===== src/rtl/irq_pend_if.sv =====
// Handshake bundle between the request pending controller and its consumer.
//   req      : asynchronous request lines (rising edge = event)
//   mask     : level mask hiding lines from pend/irq
//   ack      : one-cycle acknowledge pulse from the consumer
//   ack_idx  : index being acknowledged (encoder output)
//   ovr_clr  : write-1-to-clear pulses for the overrun flags
//   pend     : masked pending vector feeding the encoder input
//   irq      : interrupt request
//   ovr      : sticky overrun flags
//   ack_err  : one-cycle pulse on an ack of a non-pending line
interface irq_pend_if;
    logic [3:0] req;
    logic [3:0] mask;
    logic       ack;
    logic [1:0] ack_idx;
    logic [3:0] ovr_clr;
    logic [3:0] pend;
    logic       irq;
    logic [3:0] ovr;
    logic       ack_err;

    // Consumer side: drives requests, mask and acknowledges.
    modport master (
        output req, mask, ack, ack_idx, ovr_clr,
        input  pend, irq, ovr, ack_err
    );

    // Controller side.
    modport slave (
        input  req, mask, ack, ack_idx, ovr_clr,
        output pend, irq, ovr, ack_err
    );
endinterface


===== src/rtl/irq_pend_ctrl.sv =====
// Request pending controller in front of the 4:2 priority encoder.
// Synchronises and edge-detects four request lines, keeps sticky pending
// bits, presents the masked pending vector and runs an irq/ack handshake
// with a guaranteed irq-low gap after every acknowledge.
//   clk   : single clock, rising edge
//   rst_n : asynchronous active-low reset
//   bus   : irq_pend_if.slave (req, mask, ack, ack_idx, ovr_clr in;
//           pend, irq, ovr, ack_err out, all registered)
module irq_pend_ctrl #(
    parameter int unsigned SYNC_STAGES = 2,
    parameter int unsigned GAP_CYCLES  = 1
) (
    input  logic         clk,
    input  logic         rst_n,
    irq_pend_if.slave    bus
);
    localparam int unsigned NLINES = 4;
    localparam int unsigned CNT_W  = 3;

    typedef enum logic [1:0] {
        ST_IDLE   = 2'd0,
        ST_ASSERT = 2'd1,
        ST_GAP    = 2'd2
    } state_t;

    state_t                               state_q;
    logic [SYNC_STAGES-1:0][NLINES-1:0]   sync_q;
    logic [NLINES-1:0]                    hist_q;
    logic [NLINES-1:0]                    pending_q;
    logic [NLINES-1:0]                    pend_q;
    logic [NLINES-1:0]                    ovr_q;
    logic                                 irq_q;
    logic                                 ack_err_q;
    logic [CNT_W-1:0]                     gap_cnt_q;

    logic [NLINES-1:0] sync_out;
    logic [NLINES-1:0] evt;
    logic [NLINES-1:0] clr;
    logic [NLINES-1:0] pending_nxt;
    logic [NLINES-1:0] ovr_nxt;
    logic              ack_ok;
    logic              bad_ack;

    // Event detection, ack decode and next pending/overrun state.
    always_comb begin
        sync_out    = sync_q[SYNC_STAGES-1];
        evt         = sync_out & ~hist_q;
        ack_ok      = (state_q == ST_ASSERT) && bus.ack;
        clr         = '0;
        bad_ack     = 1'b0;
        if (ack_ok) begin
            clr[bus.ack_idx] = pending_q[bus.ack_idx];
            bad_ack          = !pending_q[bus.ack_idx];
        end
        // An event on a line being cleared re-sets it and is not an overrun.
        pending_nxt = (pending_q & ~clr) | evt;
        ovr_nxt     = (ovr_q & ~bus.ovr_clr) | (evt & pending_q & ~clr);
    end

    // Synchroniser, edge history, pending bits and masked output.
    always_ff @(posedge clk or negedge rst_n) begin
        if (!rst_n) begin
            sync_q    <= '0;
            hist_q    <= '0;
            pending_q <= '0;
            pend_q    <= '0;
            ovr_q     <= '0;
        end else begin
            sync_q    <= {sync_q[SYNC_STAGES-2:0], bus.req};
            hist_q    <= sync_out;
            pending_q <= pending_nxt;
            pend_q    <= pending_nxt & ~bus.mask;
            ovr_q     <= ovr_nxt;
        end
    end

    // Handshake FSM with registered irq/ack_err.
    always_ff @(posedge clk or negedge rst_n) begin
        if (!rst_n) begin
            state_q   <= ST_IDLE;
            irq_q     <= 1'b0;
            ack_err_q <= 1'b0;
            gap_cnt_q <= '0;
        end else begin
            ack_err_q <= 1'b0;
            case (state_q)
                ST_IDLE: begin
                    if (pend_q != '0) begin
                        state_q <= ST_ASSERT;
                        irq_q   <= 1'b1;
                    end
                end
                ST_ASSERT: begin
                    if (bus.ack) begin
                        state_q   <= ST_GAP;
                        irq_q     <= 1'b0;
                        gap_cnt_q <= CNT_W'(GAP_CYCLES);
                        ack_err_q <= bad_ack;
                    end
                end
                ST_GAP: begin
                    if (gap_cnt_q <= CNT_W'(1)) begin
                        state_q <= ST_IDLE;
                    end else begin
                        gap_cnt_q <= gap_cnt_q - CNT_W'(1);
                    end
                end
                default: begin
                    state_q <= ST_IDLE;
                    irq_q   <= 1'b0;
                end
            endcase
        end
    end

    assign bus.pend    = pend_q;
    assign bus.irq     = irq_q;
    assign bus.ovr     = ovr_q;
    assign bus.ack_err = ack_err_q;

endmodule

===== src/flat_wrapper.sv =====
// flat-port wrapper written by rule: the top's interface ports become plain ports
module irq_pend_ctrl_flat 
#(
    parameter int unsigned SYNC_STAGES = 2,
    parameter int unsigned GAP_CYCLES  = 1
)
  (clk, rst_n, bus_req, bus_mask, bus_ack, bus_ack_idx, bus_ovr_clr, bus_pend, bus_irq, bus_ovr, bus_ack_err);
  irq_pend_if bus_i ();
  input  logic clk;
  input  logic rst_n;
  input wire logic [$bits(bus_i.req)-1:0] bus_req;
  input wire logic [$bits(bus_i.mask)-1:0] bus_mask;
  input wire logic [$bits(bus_i.ack)-1:0] bus_ack;
  input wire logic [$bits(bus_i.ack_idx)-1:0] bus_ack_idx;
  input wire logic [$bits(bus_i.ovr_clr)-1:0] bus_ovr_clr;
  output wire logic [$bits(bus_i.pend)-1:0] bus_pend;
  output wire logic [$bits(bus_i.irq)-1:0] bus_irq;
  output wire logic [$bits(bus_i.ovr)-1:0] bus_ovr;
  output wire logic [$bits(bus_i.ack_err)-1:0] bus_ack_err;
  assign bus_i.req = bus_req;
  assign bus_i.mask = bus_mask;
  assign bus_i.ack = bus_ack;
  assign bus_i.ack_idx = bus_ack_idx;
  assign bus_i.ovr_clr = bus_ovr_clr;
  assign bus_pend = bus_i.pend;
  assign bus_irq = bus_i.irq;
  assign bus_ovr = bus_i.ovr;
  assign bus_ack_err = bus_i.ack_err;
  irq_pend_ctrl #(.SYNC_STAGES(SYNC_STAGES), .GAP_CYCLES(GAP_CYCLES)) u_core (.clk(clk), .rst_n(rst_n), .bus(bus_i));
endmodule

===== config.mk =====
export PLATFORM = sky130hd
export DESIGN_NAME = irq_pend_ctrl_flat
export DESIGN_NICKNAME = d
export VERILOG_FILES = /design/src/rtl/irq_pend_if.sv /design/src/rtl/irq_pend_ctrl.sv /design/src/flat_wrapper.sv
export SDC_FILE = /design/constraint.sdc
export NUM_CORES = 1
export LEC_CHECK = 0
export BUFFER_PORTS_ARGS = -buffer_cell sky130_fd_sc_hd__buf_4
export CAP_MARGIN = 40
export CORE_MARGIN = 5
export CORE_UTILIZATION = 50
export DETAILED_ROUTE_END_ITERATION = 8
export PLACE_DENSITY = 0.84
export SYNTH_ARGS = -nofsm -noshare
export SYNTH_HDL_FRONTEND = slang
export SYNTH_SLANG_ARGS = --single-unit

===== constraint.sdc =====
create_clock -name clk -period 1.5 [get_ports clk]
set_input_delay 0.075 -clock clk [delete_from_list [all_inputs] [get_ports clk]]
set_output_delay 0.075 -clock clk [all_outputs]
set_load 0.05 [all_outputs]

=== After elaboration in Yosys (flattened, before gate mapping) ===
Cells that the tools add are included.

* $add $sub $neg: 1
* Multiply operators: 0
* Div/mod/pow operators: 0
* $lt $le $gt $ge: 3
* Equality and inequality tests: 6
* Shift operators: 0
* Mux-type cells: 18
* Bitwise operators: 14
* Reduce and logical (&&, ||, !) cells: 9

{| class="wikitable"
|+ Operators by type and width
! kind !! number
|-
| $and 4x4->4 || 7
|-
| $not 4->4 || 4
|-
| $reduce_and 3->1 || 3
|-
| $or 4x4->4 || 2
|-
| $mux 1 || 7
|-
| $mux 2 || 3
|-
| $mux 3 || 2
|-
| $pmux 2 s3 || 1
|-
| $pmux 3 s2 || 1
|-
| $mux 4 || 1
|-
| $ne 2x1->1 const B || 2
|-
| $ne 2x2->1 const B || 2
|-
| $reduce_bool 4->1 || 1
|-
| $le 3x1->1 const B || 1
|-
| $lt 2x3->1 const B || 1
|-
| $pmux 1 s3 || 1
|-
| $sub 3x1->3 const B || 1
|-
| $bmux 1 s2 || 1
|-
| $demux 1 s2 || 1
|-
| $eq 2x1->1 const B || 1
|-
| $eq 2x2->1 const B || 1
|-
| $ge 2x1->1 const B || 1
|-
| $logic_and 1x1->1 || 2
|-
| $logic_not 2->1 || 1
|-
| 3 further kinds || 3
|}

* Bits in registers: 31
* Bits in latches: 0
* RAM bits: 0
* ROM bits: 0
* Input port bits: 17
* Output and inout bits: 10
* Logic and storage cells: 61
* Memories kept: 0

=== Longest topological paths before layout ===
Gate-level depths: netlist (run 1).

* Depth after elaboration: 10
* Mapped depth: 5
* Gate-level depth less buffers: 5

=== Worst setup path after synthesis (run 1) ===
OpenSTA, ideal clock, no wires.

* Path kind: reg-to-reg
* From: register u_core.gap_cnt_q[0]
* To: register u_core.gap_cnt_q[0]
* Setup time: 0.125 ns
* Data arrival time: 1.261 ns
* Data required time: 1.375 ns
* Setup slack: 0.114 ns
* Cell stages (with the launch flop): 5
* Path buffers: 0
* Clock period less this slack: 1.386 ns
* Cell sequence: dfrtp_1 ha_1 nor2b_1 or3_4 mux2_2

* Cells in the longest elaborated chain, start to end: 3
* Elaborated cells on any way between the ends: 6
* Those cells by class: add/sub (1); order compare (1); eq/ne (1); mux (2); reduce/logical (1)

{| class="wikitable"
|+ Ends and longest elaborated chain
! item !! line !! source
|-
| from (decl) || irq_pend_ctrl.sv:34 || <nowiki>logic [CNT_W-1:0] gap_cnt_q;</nowiki>
|-
| from (signal assigned) || irq_pend_ctrl.sv:97 || <nowiki>gap_cnt_q <= CNT_W'(GAP_CYCLES);</nowiki>
|-
| from (signal assigned) || irq_pend_ctrl.sv:105 || <nowiki>gap_cnt_q <= gap_cnt_q - CNT_W'(1);</nowiki>
|-
| $sub 3x1->3 or $le 3x1->1 (tied branches) || irq_pend_ctrl.sv:105, irq_pend_ctrl.sv:102 ||
|-
| $mux 3 or $ne 2x2->1 (tied branches) || -- ||
|-
| $pmux 3 s2 or $reduce_and 3->1 (tied branches) || -- ||
|}

Parallel ways exist; a longest one is shown, timed or not. The select of a mux whose other input is x is not followed.
A chain may end at the register's enable or synchronous reset.

=== Worst setup path after layout (run 1) ===
Same ends and word-level chain as after synthesis.

==> results.py, run 1 <==
metrics = {
    "power_and_ir_drop": {
        "max-vdd-ir-drop_mv": 1.08,
        "p_leak_nw": 0.731,
        "power_density_mw_per_mm2": 1470,
    },
    "sta": {
        "relSlewSlack": 0.724,
        "hold_viol": 0,
        "finalMaxSlewViolations": 0,
        "max_freq_ghz": 0.680,
        "skew_ps": 4.24,
        "rsz0062_at_grt": "false",
        "timing.setup.tns_ps": 0,
        "period_share": 0.980,
        "setup_viol": 0,
        "min_period_ps": 1470,
        "worstMarginPinSlew_ps": 411,
    },
    "clock_tree": {
        "numCtsBuffers": 5,
        "cts_num_sinks": 31,
        "clk_path_buf_depth": 2,
        "cts_root_buffer": "clkbuf_4",
        "clock_latency_ps": 320,
        "cts_tree": "built",
        "clk_pin_slew_worst_paths_ps": 90,
        "htree_levels": 2,
    },
    "grt": {
        "grt.overflow.total": 0,
        "grt_max_degree": 32,
        "grt_util_all_layers": 0.157,
        "antenna_found_initial": 0,
        "grt_first_pass_wirelength_mm": 3.82,
        "grt_pass1_vias": 865,
    },
    "synthesis": {
        "syn_nets": 101,
        "yosysSeqAreaShare": 0.689,
        "syn_area_mm2": 0.00113,
        "synth_seq_cells": 31,
        "synth_area_leaders": "dfrtp_1, inv_1, ha_1",
        "synth_enable_flop_cells": 0,
        "synth_most_common_cell": "dfrtp_1",
        "yosys_warnings": 0,
        "yosysTopAreaCell": "dfrtp_1",
        "yosys-top-cells-count": "dfrtp_1, inv_1, nand2b_1, o22ai_1",
        "synthFlopType": "dfrtp_1",
        "yosysUniqueCellTypes": 25,
        "synth_top_area_share": 0.689,
        "synth-async-reset-ratio": 1.00,
        "synthCells": 82,
        "syn_avg_cell_area_um2": 13.7,
    },
    "cells_and_area": {
        "area_delta_synth_final_pct": 38.6,
        "nNetsFinal": 149,
        "drive_above_1_share": 0.338,
        "n_antenna_cell": 0,
        "n_fill_cell": 158,
        "final_core_util": 0.712,
        "regArea_um2": 776,
        "multi_input_area_um2": 319,
    },
    "drt": {
        "wl_mm": 2.18,
        "num_vias": 814,
        "drt_iter0_drc": 13,
        "wl_per_cell_um": 13.8,
        "drtAntennaViolNets": 0,
        "viasPerCell": 5.15,
        "drc": 0,
        "dr.pass1.iters": 4,
    },
    "floorplan": {
        "start_util": 0.514,
        "io_pins": 27,
        "num_rows": 17,
        "die_area_mm2": 0.00330,
        "core_region_area_mm2": 0.00219,
        "dieWidth_um": 57.5,
        "dieHeight_um": 57.5,
    },
    "setup_path": {
        "start_kind": "flop",
        "rr_worst_depth": 4,
        "path_class": "reg2reg",
        "reg2reg_to": "u_core.gap_cnt_q[0]",
        "startpoint": "u_core.gap_cnt_q[0]",
        "critPathCaptureType": "flop",
        "critical_path_required_ps": 1720,
        "cp_max_fo": 3,
        "r2r_slack_ps": 30,
        "critPathCapture": "u_core.gap_cnt_q[0]",
        "arrival_ps": 1690,
        "r2r-start": "u_core.gap_cnt_q[0]",
    },
    "job": {
        "max-cap-violations": 0,
    },
    "outcome": {
        "status": "completed",
    },
    "placement": {
        "dp_hpwl_mm": 1.53,
        "gp_congestion": 0.711,
        "port_buffers": 26,
    },
    "min_path": {
        "hold_class": "in2reg",
    },
}
==> placed cells by master (no fill, tap or decap), drive strengths merged <==
master,netlist,layout
a21oi,3,3
a221oi,1,1
a22o,1,1
buf,0,28
clkbuf,0,6
clkinv,0,1
dfrtp,31,31
dlygate4sd3,0,13
ha,2,2
inv,9,9
mux2,1,1
mux4,1,1
nand2,3,3
nand2b,5,5
nand3b,1,1
nand4b,1,1
nor2,3,3
nor2b,2,2
nor3,2,2
nor4,1,1
o211ai,1,1
o21ai,3,3
o21ba,1,1
o22ai,4,4
o31a,1,1
o31ai,3,3
or2,1,1
or3,1,1
==> sequential cells by signal (all words and copies together) (netlist names) <==
signal	flops
u_core.bus.irq	1
u_core.gap_cnt_q	3
u_core.hist_q	4
u_core.bus.pend	4
u_core.bus.ovr	4
u_core.sync_q	4
u_core.bus.ack_err	1
u_core.state_q	2
u_core.pending_q	4
u_core.sync_out	4
==> per-stage QoR <==
step           total power, mW  setup WS, ps  std cells  hold WS (ps)  instance area, µm²
2_1_floorplan             1.55           114         82          -221                1130
3_3_place_gp              1.76           100        137          17.2                1360
3_5_place_dp              1.80          37.7        137          21.5                1360
4_1_cts                   2.31          21.9        157          47.6                1550
5_1_grt                   2.43          11.0        158          50.7                1560
6_report                  2.30          30.2        158          64.6                1560
==> power breakdown <==
part / leakage [nW] / switching (mW) / internal [mW] / total, mW
clock network: 0.0341 / 0.265 / 0.217 / 0.481
registers: 0.363 / 0.109 / 0.971 / 1.08
logic: 0.335 / 0.423 / 0.313 / 0.736
total: 0.731 / 0.797 / 1.50 / 2.30
==> metal layers <==
layer | vias to the layer above | GRT usage | part of all wire
met5 | - | 0 | 0
met4 | 0 | 0.109 | 0.020
met3 | 5 | 0.0430 | 0.085
met2 | 31 | 0.258 | 0.50
met1 | 398 | 0.175 | 0.40
li1 | 380 | - | -
==> cell families (layout without fill, tap and decap cells) <==
| kind of cell | Yosys count | count (layout) | synth area share |
|---|---|---|---|
| muxes | 2 | 2 | 0.0300 |
| and+or+nand+nor | 20 | 20 | 0.121 |
| AOI/OAI and AO/OA | 18 | 18 | 0.108 |
| buffers and inverters | 9 | 57 | 0.0300 |
| DFF | 31 | 31 | 0.689 |
| adders and majority gates | 2 | 2 | 0.0222 |
==> final cells by class <==
class / instances / area share
Sequential cell: 31 / 0.497
Multi-Input combinational cell: 42 / 0.204
Clock inverter: 1 / 0.00321
Inverter: 9 / 0.0217
Tap cell: 28 / 0.0225
Timing Repair Buffer: 41 / 0.218
Clock buffer: 6 / 0.0329
==> worst min path at each step <==
stage / startpoint / end / slack, ps / depth (start not counted)
6_report: bus_ovr_clr[2] / u_core.bus.ovr[2] / 60 / 3
2_1_floorplan: rst_n / u_core.bus.ack_err / -220 / 0
5_1_grt: bus_ovr_clr[2] / u_core.bus.ovr[2] / 50 / 3
3_5_place_dp: rst_n / u_core.bus.ack_err / 20 / 1
3_3_place_gp: rst_n / u_core.bus.ack_err / 20 / 1
4_1_cts: bus_ack_idx[0] / u_core.pending_q[0] / 50 / 3
==> repair_timing <==
action / 4_1_cts / 5_1_grt
hold buffers: 13 / 0
buffers inserted: 0 / 1
endpoints found under the hold margin: 43 / 0
endpoints found under the setup margin: 0 / 2
resized for setup: 0 / 2
==> worst max-delay path: stages (launching register included) <==
cell	delay [ps]
dfrtp_1	420
ha_2	190
nor2b_1	140
or3_4	350
mux2_2	270
Power figures use the tool's default switching activity.
==> inputs of run 2 (changes only) <==
Settings changed: BUFFER_PORTS_ARGS -buffer_cell sky130_fd_sc_hd__buf_4 to -buffer_cell sky130_fd_sc_hd__buf_2, PLACE_DENSITY 0.84 to 0.79.
==> run 2 against run 1 <==
Wire length shrank 2.7%. Power shrank 0.52%. Critical path type unchanged. Final area shrank 4.7%. Largest cell class unchanged.
==> results.py, run 2 (synthesis results as in run 1) <==
metrics = {
    "setup_path": {
        "critPathCaptureType": "flop",
        "critical_path_required_ps": 1710,
        "arrival_ps": 1650,
        "cp_max_fo": 3,
        "start_kind": "flop",
        "rr_worst_depth": 4,
        "path_class": "reg2reg",
    },
    "cells_and_area": {
        "area_delta_synth_final_pct": 32.1,
        "n_antenna_cell": 0,
        "drive_above_1_share": 0.326,
        "nNetsFinal": 147,
        "design_area_mm2": 0.00149,
        "n_fill_cell": 159,
        "final_common_cell": "dfrtp_1",
        "layout_common_cells": "dfrtp_1, buf_2, dlygate4sd3_1, inv_1, clkbuf_4",
    },
    "sta": {
        "worstMarginPinSlew_ps": 665,
        "setup_ws_ps": 60.3,
        "setup_viol": 0,
        "rsz0062_at_grt": "true",
        "period_share": 0.960,
        "relSlewSlack": 0.556,
        "skew_ps": 4.85,
        "hold_viol": 0,
        "max_freq_ghz": 0.695,
        "min_period_ps": 1440,
        "finalMaxSlewViolations": 0,
    },
    "floorplan": {
        "dieWidth_um": 57.5,
        "core_region_area_mm2": 0.00219,
        "dieHeight_um": 57.5,
        "num_rows": 17,
        "die_area_mm2": 0.00330,
        "start_util": 0.514,
        "io_pins": 27,
    },
    "drt": {
        "wl_per_cell_um": 13.5,
        "viasPerCell": 4.96,
        "drt_iter0_drc": 6,
        "drtAntennaViolNets": 0,
        "wl_mm": 2.12,
        "drc": 0,
        "dr.pass1.iters": 4,
        "num_vias": 779,
    },
    "grt": {
        "grt.overflow.total": 0,
        "grt_first_pass_wirelength_mm": 3.68,
        "grt_util_all_layers": 0.150,
        "grt_pass1_vias": 865,
        "grt_max_degree": 32,
        "antenna_found_initial": 0,
    },
    "clock_tree": {
        "clk_path_buf_depth": 2,
        "htree_levels": 2,
        "clk_pin_slew_worst_paths_ps": 90,
        "clock_latency_ps": 310,
        "cts_num_sinks": 31,
        "numCtsBuffers": 5,
        "cts_root_buffer": "clkbuf_4",
        "cts_tree": "built",
    },
    "placement": {
        "dp_hpwl_mm": 1.45,
        "port_buffers": 26,
        "pre_cts_slack_ps": 52.1,
        "gp_congestion": 0.766,
        "post_dp_cell_area_mm2": 0.00129,
    },
    "power_and_ir_drop": {
        "max-vdd-ir-drop_mv": 0.890,
        "p_seq_frac": 0.474,
        "clockPowerShare": 0.232,
        "p_int_mw": 1.51,
        "p_total_mw": 2.29,
        "switching_share": 0.339,
        "p_leak_nw": 0.707,
        "power_density_mw_per_mm2": 1540,
        "combPwrFrac": 0.294,
        "power_switching_mw": 0.774,
    },
    "outcome": {
        "status": "completed",
    },
    "min_path": {
        "min_path_cells": 2,
        "hold_class": "in2reg",
    },
    "job": {
        "max-cap-violations": 0,
    },
}
==> run 2: cell types whose count changed in the layout (fill, tap and decap cells not counted) <==
cell | before | now
buf_2 | 0 | 26
clkbuf_1 | 0 | 1
ha_1 | 1 | 2
ha_2 | 1 | 0
clkinv_2 | 1 | 0
clkbuf_8 | 1 | 2
dlygate4sd3_1 | 13 | 12
buf_4 | 28 | 1
o21ai_0 | 3 | 2
o21ai_1 | 0 | 1
==> run 2: layer usage <==
metal / up-vias / global-route usage / wire [µm] / share of wire
met4: 0 / 0.0695 / 25 / 0.012
met3: 4 / 0.0747 / 177 / 0.084
met5: - / 0 / 0 / 0
met1: 379 / 0.166 / 824 / 0.39
met2: 23 / 0.240 / 1090 / 0.52
li1: 373 / - / - / -
==> run 2: layout make-up <==
class	instances	area (µm²)	share of cell area
Sequential cell	31	776	0.521
Multi-Input combinational cell	42	317	0.213
Timing Repair Buffer	39	258	0.173
Clock buffer	8	68.8	0.0463
Tap cell	28	35.0	0.0235
Inverter	9	33.8	0.0227
==> run 2: critical path: stages (launching register included) <==
cell and delay, ps:
dfrtp_1 400, ha_1 200, nor2b_1 140, or3_4 340, mux2_2 260
==> run 2: timing repair <==
| action | CTS | global route |
|---|---|---|
| buffers inserted | 0 | 1 |
| endpoints found under the setup margin | 0 | 2 |
| gates resized for setup | 0 | 2 |
| endpoints found under the hold margin | 42 | 0 |
| hold buffers | 12 | 0 |
==> run 2: path summary, 6_finish.rpt <==
kind                                startpoint  slack [ps]                   to
max reg2reg                u_core.gap_cnt_q[0]          60  u_core.gap_cnt_q[0]
min reg2reg                   u_core.sync_q[0]         360   u_core.sync_out[0]
max in group asynchronous                rst_n         750   u_core.bus.pend[1]
max                        u_core.gap_cnt_q[0]          60  u_core.gap_cnt_q[0]
min                                    bus_ack          40    u_core.state_q[0]
min in group asynchronous                rst_n         320    u_core.state_q[0]
==> run 2: through the flow <==
step / utilization / cells / hold WS, ps / TNS, ps
finish: 0.679 / 157 / 37.3 / 0
global route: 0.679 / 157 / 36.5 / -2.72
CTS: 0.676 / 156 / 23.7 / 0
detailed placement: 0.589 / 136 / 153 / 0
global placement: 0.589 / 136 / 135 / 0
floorplan: - / 82 / -221 / 0
==> run 2: power by group through the flow <==
stage	clock (mW)	sequential, mW	combinational [mW]
after floorplan	0	1.27	0.284
after global placement	0	1.09	0.607
final	0.530	1.08	0.672
after detailed placement	0	1.10	0.629
after global routing	0.608	1.10	0.738
after CTS	0.554	1.09	0.654
==> inputs of run 3 (changes only) <==
Settings changed: CORE_UTILIZATION 50 to 54, PLACE_DENSITY 0.79 to 0.84.
Clock period 1.5 ns to 1.8 ns, I/O delays scaled along.
==> run 3 against run 2 <==
Sequential share of layout area rose by 0.67 points. Combinational power is 19% lower. Utilization is 6.2 points higher. Worst setup slack better by 270 ps. Fmax fell by 2.3%. Final area decreased by 1.3%. Clock skew is 5.0 ps higher. Critical path type unchanged. Largest power group unchanged. Highest routed layer unchanged.
==> results.py, run 3 (synthesis results as in run 1) <==
metrics = {
    "drt": {
        "wl_mm": 2.19,
        "wl_met2_mm": 1.09,
        "dr.pass1.iters": 4,
        "wl_per_cell_um": 14.2,
        "wl_met1_um": 874,
        "highest_layer": "met4",
        "drt_iter0_drc": 7,
        "num_vias": 788,
        "wl_met3_um": 181,
        "drtAntennaViolNets": 0,
        "drc": 0,
        "viasPerCell": 5.12,
    },
    "setup_path": {
        "cpPeakStageDelay_ps": 360,
        "critPathCaptureType": "flop",
        "rr_worst_depth": 5,
        "arrival_ps": 1690,
        "r2r-start": "u_core.gap_cnt_q[1]",
        "reg2reg_to": "u_core.gap_cnt_q[0]",
        "cp_max_fo": 3,
        "r2r_slack_ps": 330,
        "crit_slowest_cell": "dfrtp_1",
        "path_class": "reg2reg",
        "critical_path_required_ps": 2010,
        "worstPathCellList": "inv_1 > ha_1 > nor2b_1 > or3_4 > mux2_2",
        "start_kind": "flop",
    },
    "floorplan": {
        "die_area_mm2": 0.00310,
        "core_region_area_mm2": 0.00198,
        "start_util": 0.568,
        "dieWidth_um": 55.7,
        "num_rows": 16,
        "io_pins": 27,
        "dieHeight_um": 55.7,
    },
    "outcome": {
        "status": "completed",
    },
    "sta": {
        "timing.setup.tns_ps": 0,
        "relSlewSlack": 0.565,
        "min_period_ps": 1470,
        "hold_ws_ps": 19.3,
        "rsz0062_at_grt": "false",
        "finalMaxSlewViolations": 0,
        "setup_viol": 0,
        "worstMarginPinSlew_ps": 652,
        "hold_viol": 0,
        "setup_ws_ps": 327,
        "skew_ps": 9.85,
        "max_freq_ghz": 0.679,
        "period_share": 0.819,
    },
    "grt": {
        "grt_first_pass_wirelength_mm": 3.93,
        "grt_util_all_layers": 0.167,
        "antenna_found_initial": 0,
        "grt_max_degree": 32,
        "grt.overflow.total": 0,
        "grt_pass1_vias": 864,
    },
    "clock_tree": {
        "cts_tree": "built",
        "cts_root_buffer": "clkbuf_4",
        "clock_latency_ps": 320,
        "cts_num_sinks": 31,
        "post_cts_resized": 0,
        "clk_pin_slew_worst_paths_ps": 90,
        "htree_levels": 2,
        "numCtsBuffers": 5,
        "clk_path_buf_depth": 2,
    },
    "power_and_ir_drop": {
        "p_leak_nw": 0.698,
        "power_density_mw_per_mm2": 1290,
        "max-vdd-ir-drop_mv": 1.04,
    },
    "job": {
        "max-cap-violations": 0,
    },
    "cells_and_area": {
        "drive_above_1_share": 0.315,
        "layout_common_cells": "dfrtp_1, buf_2, dlygate4sd3_1, inv_1, clkbuf_4",
        "nNetsFinal": 145,
        "n_antenna_cell": 0,
        "final_common_cell": "dfrtp_1",
        "area_delta_synth_final_pct": 30.4,
    },
    "placement": {
        "dp_hpwl_mm": 1.55,
        "port_buffers": 26,
        "gp_congestion": 0.776,
        "pre_cts_slack_ps": 334,
    },
    "min_path": {
        "min_to": "u_core.bus.pend[2]",
        "worstHoldStart": "bus_mask[2]",
        "min_path_cells": 2,
        "hold_class": "in2reg",
    },
}
==> run 3: changes by cell type in the layout (fill, tap and decap cells not counted), sizes merged <==
| cell | previous run | this run |
|---|---|---|
| buf | 27 | 26 |
| dlygate4sd3 | 12 | 11 |
==> run 3: where the power goes <==
group          switching, mW  internal (mW)
combinational          0.338          0.205
clock                  0.214          0.230
sequential            0.0981          0.809
total                  0.650           1.24
==> run 3: layer usage <==
layer,vias to the layer above,track usage
li1,374,-
met1,381,0.184
met2,29,0.275
met3,4,0.0603
met4,0,0.0972
met5,-,0
==> run 3: what timing repair did <==
action	in CTS	in global routing
hold endpoints to repair	41	0
hold buffers	11	0
setup buffers	0	0
==> run 3: final cells by class <==
class	count	area, µm²
Clock buffer	8	68.8
Fill cell	136	513
Inverter	9	33.8
Multi-Input combinational cell	42	317
Sequential cell	31	776
Tap cell	27	33.8
Timing Repair Buffer	37	240
==> run 3: worst max path at each step <==
| stage | startpoint | end | depth (start not counted) |
|---|---|---|---|
| 6_report | u_core.gap_cnt_q[1] | u_core.gap_cnt_q[0] | 5 |
| 5_1_grt | u_core.gap_cnt_q[1] | u_core.gap_cnt_q[0] | 5 |
| 4_1_cts | u_core.gap_cnt_q[0] | u_core.gap_cnt_q[0] | 4 |
| 3_5_place_dp | u_core.gap_cnt_q[0] | u_core.gap_cnt_q[0] | 4 |
| 3_3_place_gp | u_core.gap_cnt_q[0] | u_core.gap_cnt_q[0] | 4 |
| 2_1_floorplan | u_core.gap_cnt_q[0] | u_core.gap_cnt_q[0] | 4 |
==> run 3: worst max-delay path, delay by kind of cell, from the launching register on <==
family        cells  cell delay, ps
buf+inv           1              70
flops             1             360
simple gates      2             490
fa+ha+maj         1             180
mux               1             260
==> run 3: stage by stage <==
step / cells / instance area, µm² / power (mW) / utilization
after floorplan: 82 / 1130 / 1.30 / -
after global routing: 154 / 1470 / 2.00 / 0.741
after global placement: 135 / 1290 / 1.41 / 0.651
after detailed placement: 135 / 1290 / 1.45 / 0.651
final: 154 / 1470 / 1.89 / 0.741
after CTS: 154 / 1470 / 1.91 / 0.741
